===== src/rtl/hazard_pkg.sv =====
// hazard_pkg
//  Shared opcode/funct encodings and the load-use FSM state type for the
//  pipeline hazard unit and its decode helper.
package hazard_pkg;

  // Primary opcodes the hazard unit cares about
  localparam logic [5:0] OP_RTYPE = 6'b000000;
  localparam logic [5:0] OP_LW    = 6'b100011;
  localparam logic [5:0] OP_LB    = 6'b100000;
  localparam logic [5:0] OP_LH    = 6'b100001;
  localparam logic [5:0] OP_LBU   = 6'b100100;
  localparam logic [5:0] OP_LHU   = 6'b100101;
  localparam logic [5:0] OP_SW    = 6'b101011;
  localparam logic [5:0] OP_SB    = 6'b101000;
  localparam logic [5:0] OP_SH    = 6'b101001;
  localparam logic [5:0] OP_BEQ   = 6'b000100;
  localparam logic [5:0] OP_BNE   = 6'b000101;

  // R-type funct codes for the mult/div unit and HI/LO moves
  localparam logic [5:0] FN_MULT  = 6'b011000;
  localparam logic [5:0] FN_MULTU = 6'b011001;
  localparam logic [5:0] FN_DIV   = 6'b011010;
  localparam logic [5:0] FN_DIVU  = 6'b011011;
  localparam logic [5:0] FN_MFHI  = 6'b010000;
  localparam logic [5:0] FN_MFLO  = 6'b010010;

  // Load-use FSM: idle/detect, or burning extra bubbles for slow loads
  typedef enum logic {
    LD_IDLE = 1'b0,
    LD_WAIT = 1'b1
  } ld_state_t;

endpackage


===== src/rtl/hazard_decode.sv =====
// hazard_decode
//  Combinational decode of one pipeline-stage instruction into the few
//  facts the hazard unit needs. Instantiated once for ID and once for EX.
// Ports:
//  instruction  in   32  instruction word of the stage
//  is_load      out  1   instruction is a load (destination in rt)
//  reads_rs     out  1   instruction reads rs
//  reads_rt     out  1   instruction reads rt (R-type, stores, beq/bne)
//  is_muldiv    out  1   R-type mult/multu/div/divu
//  is_mfhilo    out  1   R-type mfhi/mflo
//  rs           out  5   rs field
//  rt           out  5   rt field
module hazard_decode
  import hazard_pkg::*;
(
  input  logic [31:0] instruction,
  output logic        is_load,
  output logic        reads_rs,
  output logic        reads_rt,
  output logic        is_muldiv,
  output logic        is_mfhilo,
  output logic [4:0]  rs,
  output logic [4:0]  rt
);

  logic [5:0] opcode;
  logic [5:0] funct;
  logic       unused_bits;

  assign opcode      = instruction[31:26];
  assign funct       = instruction[5:0];
  assign rs          = instruction[25:21];
  assign rt          = instruction[20:16];
  // rd/shamt/immediate upper bits play no part in hazard decisions
  assign unused_bits = ^instruction[15:6];

  // Every format in this ISA subset uses rs as a source (or base), so rs is
  // treated as read unconditionally; rt is a source only for the listed classes
  // and is a destination for I-type ALU ops and loads.
  always_comb begin
    is_load   = (opcode == OP_LW)  || (opcode == OP_LB)  || (opcode == OP_LH) ||
                (opcode == OP_LBU) || (opcode == OP_LHU);
    reads_rs  = 1'b1;
    reads_rt  = (opcode == OP_RTYPE) || (opcode == OP_SW) || (opcode == OP_SB) ||
                (opcode == OP_SH)    || (opcode == OP_BEQ) || (opcode == OP_BNE);
    is_muldiv = (opcode == OP_RTYPE) &&
                ((funct == FN_MULT) || (funct == FN_MULTU) ||
                 (funct == FN_DIV)  || (funct == FN_DIVU));
    is_mfhilo = (opcode == OP_RTYPE) && ((funct == FN_MFHI) || (funct == FN_MFLO));
  end

endmodule


===== src/rtl/pipeline_hazard_unit.sv =====
// pipeline_hazard_unit
//  Hazard unit beside the ID/EX register of the 5-stage MIPS pipeline.
//  Detects load-use hazards (LOAD_BUBBLES bubbles each), stalls mfhi/mflo
//  while the multi-cycle mult/div unit is busy, and flushes IF/ID on a
//  taken branch.
// Ports:
//  Clk             in   1   pipeline clock
//  Rst             in   1   synchronous active-high reset
//  ID_instruction  in   32  instruction in IF/ID
//  EX_instruction  in   32  instruction in ID/EX
//  EX_RegWrite     in   1   EX instruction writes the register file
//  BranchTaken     in   1   branch/jump in EX resolved taken
//  stall           out  1   hold PC and IF/ID
//  bubble          out  1   load NOP into ID/EX at next edge
//  flush           out  1   squash IF/ID at next edge
//  md_busy         out  1   mult/div unit busy
module pipeline_hazard_unit
  import hazard_pkg::*;
#(
  parameter int LOAD_BUBBLES   = 1,
  parameter int MULDIV_LATENCY = 4,
  parameter int CNT_W          = 4
) (
  input  logic        Clk,
  input  logic        Rst,
  input  logic [31:0] ID_instruction,
  input  logic [31:0] EX_instruction,
  input  logic        EX_RegWrite,
  input  logic        BranchTaken,
  output logic        stall,
  output logic        bubble,
  output logic        flush,
  output logic        md_busy
);

  logic             id_is_load, id_reads_rs, id_reads_rt, id_is_muldiv, id_is_mfhilo;
  logic [4:0]       id_rs, id_rt;
  logic             ex_is_load, ex_reads_rs, ex_reads_rt, ex_is_muldiv, ex_is_mfhilo;
  logic [4:0]       ex_rs, ex_rt;
  logic             unused_decode;

  ld_state_t        state, state_next;
  logic [CNT_W-1:0] ld_cnt, ld_cnt_next;
  logic [CNT_W-1:0] md_cnt;
  logic             ld_hazard;
  logic             md_hazard;
  logic             md_active;

  hazard_decode u_id_decode (
    .instruction (ID_instruction),
    .is_load     (id_is_load),
    .reads_rs    (id_reads_rs),
    .reads_rt    (id_reads_rt),
    .is_muldiv   (id_is_muldiv),
    .is_mfhilo   (id_is_mfhilo),
    .rs          (id_rs),
    .rt          (id_rt)
  );

  hazard_decode u_ex_decode (
    .instruction (EX_instruction),
    .is_load     (ex_is_load),
    .reads_rs    (ex_reads_rs),
    .reads_rt    (ex_reads_rt),
    .is_muldiv   (ex_is_muldiv),
    .is_mfhilo   (ex_is_mfhilo),
    .rs          (ex_rs),
    .rt          (ex_rt)
  );

  // Decode facts that are irrelevant for the stage they describe
  assign unused_decode = ^{id_is_load, id_is_muldiv, ex_reads_rs, ex_reads_rt,
                           ex_is_mfhilo, ex_rs};

  assign md_active = (md_cnt != '0);

  // Load-use: $0 is hardwired, so a load into $0 never creates a dependency.
  // mfhi/mflo must also wait when the mult/div is only now issuing from EX,
  // because md_cnt is not loaded until the coming edge.
  always_comb begin
    ld_hazard = EX_RegWrite && ex_is_load && (ex_rt != 5'd0) &&
                ((id_reads_rs && (id_rs == ex_rt)) ||
                 (id_reads_rt && (id_rt == ex_rt)));
    md_hazard = id_is_mfhilo && (md_active || ex_is_muldiv);
  end

  // Load-use FSM state register
  always_ff @(posedge Clk) begin
    if (Rst) begin
      state  <= LD_IDLE;
      ld_cnt <= '0;
    end else begin
      state  <= state_next;
      ld_cnt <= ld_cnt_next;
    end
  end

  // Next state: the detect cycle supplies the first bubble, LD_WAIT supplies
  // the remaining LOAD_BUBBLES-1, leaving when the counter hits zero.
  // A taken branch kills the dependent instruction, so the wait is dropped.
  always_comb begin
    state_next  = state;
    ld_cnt_next = ld_cnt;
    if (BranchTaken) begin
      state_next  = LD_IDLE;
      ld_cnt_next = '0;
    end else begin
      case (state)
        LD_IDLE: begin
          if (ld_hazard && (LOAD_BUBBLES > 1)) begin
            state_next  = LD_WAIT;
            ld_cnt_next = CNT_W'(LOAD_BUBBLES - 1);
          end
        end
        LD_WAIT: begin
          if (ld_cnt <= CNT_W'(1)) begin
            state_next  = LD_IDLE;
            ld_cnt_next = '0;
          end else begin
            ld_cnt_next = ld_cnt - CNT_W'(1);
          end
        end
        default: begin
          state_next  = LD_IDLE;
          ld_cnt_next = '0;
        end
      endcase
    end
  end

  // Output priority: reset, branch, pending load wait, load-use, mult/div.
  // A branch must not stall, otherwise the PC could not take the target.
  always_comb begin
    stall   = 1'b0;
    bubble  = 1'b0;
    flush   = 1'b0;
    md_busy = 1'b0;
    if (!Rst) begin
      md_busy = md_active;
      if (BranchTaken) begin
        flush  = 1'b1;
        bubble = 1'b1;
      end else if (state == LD_WAIT) begin
        stall  = 1'b1;
        bubble = 1'b1;
      end else if (ld_hazard || md_hazard) begin
        stall  = 1'b1;
        bubble = 1'b1;
      end
    end
  end

  // Mult/div busy counter: an issue from EX (re)loads the full latency, and
  // branches leave it alone because the operation has already been issued.
  always_ff @(posedge Clk) begin
    if (Rst) begin
      md_cnt <= '0;
    end else if (ex_is_muldiv) begin
      md_cnt <= CNT_W'(MULDIV_LATENCY);
    end else if (md_active) begin
      md_cnt <= md_cnt - CNT_W'(1);
    end
  end

endmodule


===== config.mk =====
export PLATFORM = sky130hd
export DESIGN_NAME = pipeline_hazard_unit
export DESIGN_NICKNAME = d
export VERILOG_FILES = /design/src/rtl/hazard_pkg.sv /design/src/rtl/hazard_decode.sv /design/src/rtl/pipeline_hazard_unit.sv
export SDC_FILE = /design/constraint.sdc
export NUM_CORES = 1
export LEC_CHECK = 0
export ABC_AREA = 1
export BUFFER_PORTS_ARGS = -buffer_cell sky130_fd_sc_hd__buf_4
export CAP_MARGIN = 20
export CORE_MARGIN = 5
export CORE_UTILIZATION = 37
export CTS_BUF_LIST = sky130_fd_sc_hd__clkbuf_16
export DETAILED_ROUTE_END_ITERATION = 8
export PLACE_DENSITY = 0.8
export SKIP_CTS_REPAIR_TIMING = 1
export SLEW_MARGIN = 20
export SYNTH_ARGS = -nofsm -noshare
export SYNTH_HDL_FRONTEND = slang
export SYNTH_SLANG_ARGS = --single-unit

===== constraint.sdc =====
create_clock -name Clk -period 1.9 [get_ports Clk]
set_clock_uncertainty 0.2 [all_clocks]
set_input_delay 0.095 -clock Clk [delete_from_list [all_inputs] [get_ports Clk]]
set_output_delay 0.095 -clock Clk [all_outputs]
set_load 0.02 [all_outputs]

==> impl_results.md <==
- Crit path DAT: 1.62 ns
- Maxcap violations: 0
- Cell Area, Synth: 796 µm²
- Root buf cell: clkbuf_16
- Vias in the first global route: 934
- Cells after Synth: 139
- R2r setup slk: 0.43 ns
- Die outline width: 56.4 µm
- Post-detail-place hpwl: 1.88 mm
- Final hold violation count: 0
- Synth warn: 0
- Drt drc: 0
- GPL Wtd Cong: 0.729
- Clk sink count: 9
- Max VDD drop: 656 µV
- Antenna fix cells: 0
- Pins Over Slew Limit: 0
- Worst-Margin Slew: 0.350 ns
- Failing checks: negative setup slack
- Pwr per Cell Area: 840 nW/µm²
- CTS Buf Count: 3
- H-Tree Depth: 1
- Final wirelength: 2.32 mm
- Total iterations of the first detailed-routing run: 4
- Area delta synth->final: 64.6%
- CP Data Required Time: 1.60 ns
- Clock buffer depth: 2
- Metal2 WL: 1.21 mm
- Chip Height: 56.4 µm
- Initial antenna violation count: 0
- Power Total: 1.10 mW
- RSZ-0062 raised after global routing: true
- Synth Area per Inst: 5.72 µm²
- Core Box Area: 2000 µm²
- Min cycle time layout: 1.92 ns
- Setup crit end kind: output pin
- Met3 wire len: 125 µm
- CTS tree: yes
- Largest net degree at the start of global routing: 7
- Leak: 0.697 nW
- Switching part of the total power: 31.7%
- Vias per cell: 4.59
- All-layer global routing usage: 14.8%
- Reg clk slew, reported paths: 0.04 ns
- Setup violators final: 1
- Switching power: 0.349 mW
- Pint: 0.752 mW
- Via Count: 1,010
- Fin cells: 220
- CP startpoint kind: flip-flop
- Max layer used: met4
- Worst Setup Slack, final: -0.0192 ns
- Clock Latency Late Sink: 0.23 ns
- Comb pwr share: 44.2%
- Cell Area, Placed: 1150 µm²
- Syn Nets: 210
- Sequential power share: 22.7%
- Final #Nets: 265
- Clock power frac: 33.1%
- Final instance area: 1310 µm²
- FP Rows: 16
- Initial Util: 39.7%
- Worst Hold Class: input port to flip-flop
- WL met1: 914 µm
- Die area: 3180 µm²
- Layout cell share with drive strength beyond 1: 32.1%
- Max Fclk: 0.521 GHz
- Final antenna-violating net count: 0
- Relative max-transition margin: 76.4%
- Congestion Overflow GR: 0
- Flops & latches, synth: 9
- Outcome: finished with violations
- Post-synthesis sequential area ratio: 22.6%
- Synth unique cells: 21
- Boundary pin count: 72
- PortBufs: 43
- Placed Instances: 209
- Tcrit/Tclk final: 101%
- Drt initial violations: 25
- CP Max Fanout: 6
- Crit path kind: flip-flop to output pin
- WL/cell: 10.5 µm
- First-pass GRT wire length: 3.72 mm
==> worst paths after layout <==
path | start | end | cells after the start
min reg2reg | ld_cnt[2]$_SDFFE_PP0P_ | ld_cnt[2]$_SDFFE_PP0P_ | 2
min | EX_instruction[5] | md_cnt[2]$_SDFFE_PP0P_ | 5
max | md_cnt[0]$_SDFFE_PP0P_ | bubble | 10
max reg2reg | ld_cnt[0]$_SDFFE_PP0P_ | ld_cnt[1]$_SDFFE_PP0P_ | 5
==> routing by layer <==
metal	vias up	GRT usage, %
met4	0	8.14
met1	434	15.9
li1	537	-
met5	-	0
met3	6	3.90
met2	33	26.0
==> power groups by stage <==
stage	Combinational (mW)	Sequential, mW	Clock, mW
floorplan	0.219	0.242	0
global placement	0.328	0.245	0
detailed placement	0.349	0.247	0
CTS	0.350	0.245	0.376
global route	0.534	0.252	0.388
finish	0.486	0.250	0.365
==> registers in the layout, summed over array words and instances, names as in the netlist <==
register,count
ld_cnt,4
md_cnt,4
state,1
==> cell type report <==
type / count / area [µm²]
Clock inverter: 1 / 3.75
Clock buffer: 3 / 75.1
Tap cell: 27 / 33.8
Timing Repair Buffer: 50 / 384
Multi-Input combinational cell: 102 / 523
Sequential cell: 9 / 183
Inverter: 28 / 108
Fill cell: 185 / 692
==> placed cells by master, fill, tap and decap left out, drive strengths merged, types with 2 or more instances in the layout <==
master,synthesis,routed
a21oi,6,6
nand2,36,36
nor3,2,2
inv,28,29
clkbuf,0,3
dfxtp,9,9
o21ai,5,5
dlygate4sd3,0,2
nor2,27,27
xor2,5,5
nand3b,2,2
buf,0,48
nand3,8,8
nand4,2,2
ha,3,3
or2,2,2
==> kinds of logic (layout without fill, tap and decap cells) <==
family | Yosys count | after routing | share of synthesized area [%]
flops | 9 | 9 | 22.6
fa+ha+maj | 3 | 3 | 4.72
buf+inv | 28 | 82 | 13.2
xor+xnor | 6 | 6 | 6.60
simple gates | 80 | 80 | 43.2
compound gates | 13 | 13 | 9.59
==> critical path: stages (launching register included) <==
cell and delay (ns):
dfxtp_2 0.32, inv_2 0.08, ha_4 0.14, inv_4 0.04, nor3_4 0.25, o21ai_2 0.10
a21oi_2 0.14, nand2_1 0.06, nand2_1 0.06, nand2_1 0.06, buf_6 0.13
==> metrics by stage <==
stage               hold slack, ns  util [%]  setup TNS (ns)  worst slack [ns]
floorplan                  -0.0356         -               0             0.373
global placement            0.0907      57.6               0             0.222
detailed placement           0.103      57.6               0             0.216
CTS                         -0.144      61.5         -0.0418           -0.0418
global route                 0.153      65.4          -0.149            -0.125
finish                       0.101      65.4         -0.0192           -0.0192
==> synth_stat cells <==
cell,instances,area [µm²]
a21oi_1,5,25.0
a21oi_2,1,8.76
a31oi_1,1,6.26
dfxtp_1,9,180
ha_1,3,37.5
inv_1,28,105
nand2_1,36,135
nand3_1,8,40.0
nand3b_1,2,15.0
nand4_1,2,12.5
nor2_1,27,101
nor3_1,1,5.00
nor3_4,1,16.3
nor4_1,1,6.26
o21ai_0,3,15.0
o21ai_1,1,5.00
o21ai_2,1,8.76
o31ai_1,1,7.51
or2_2,2,12.5
xnor2_1,1,8.76
xor2_1,5,43.8
No activity file was read; power rests on OpenSTA's default activity.
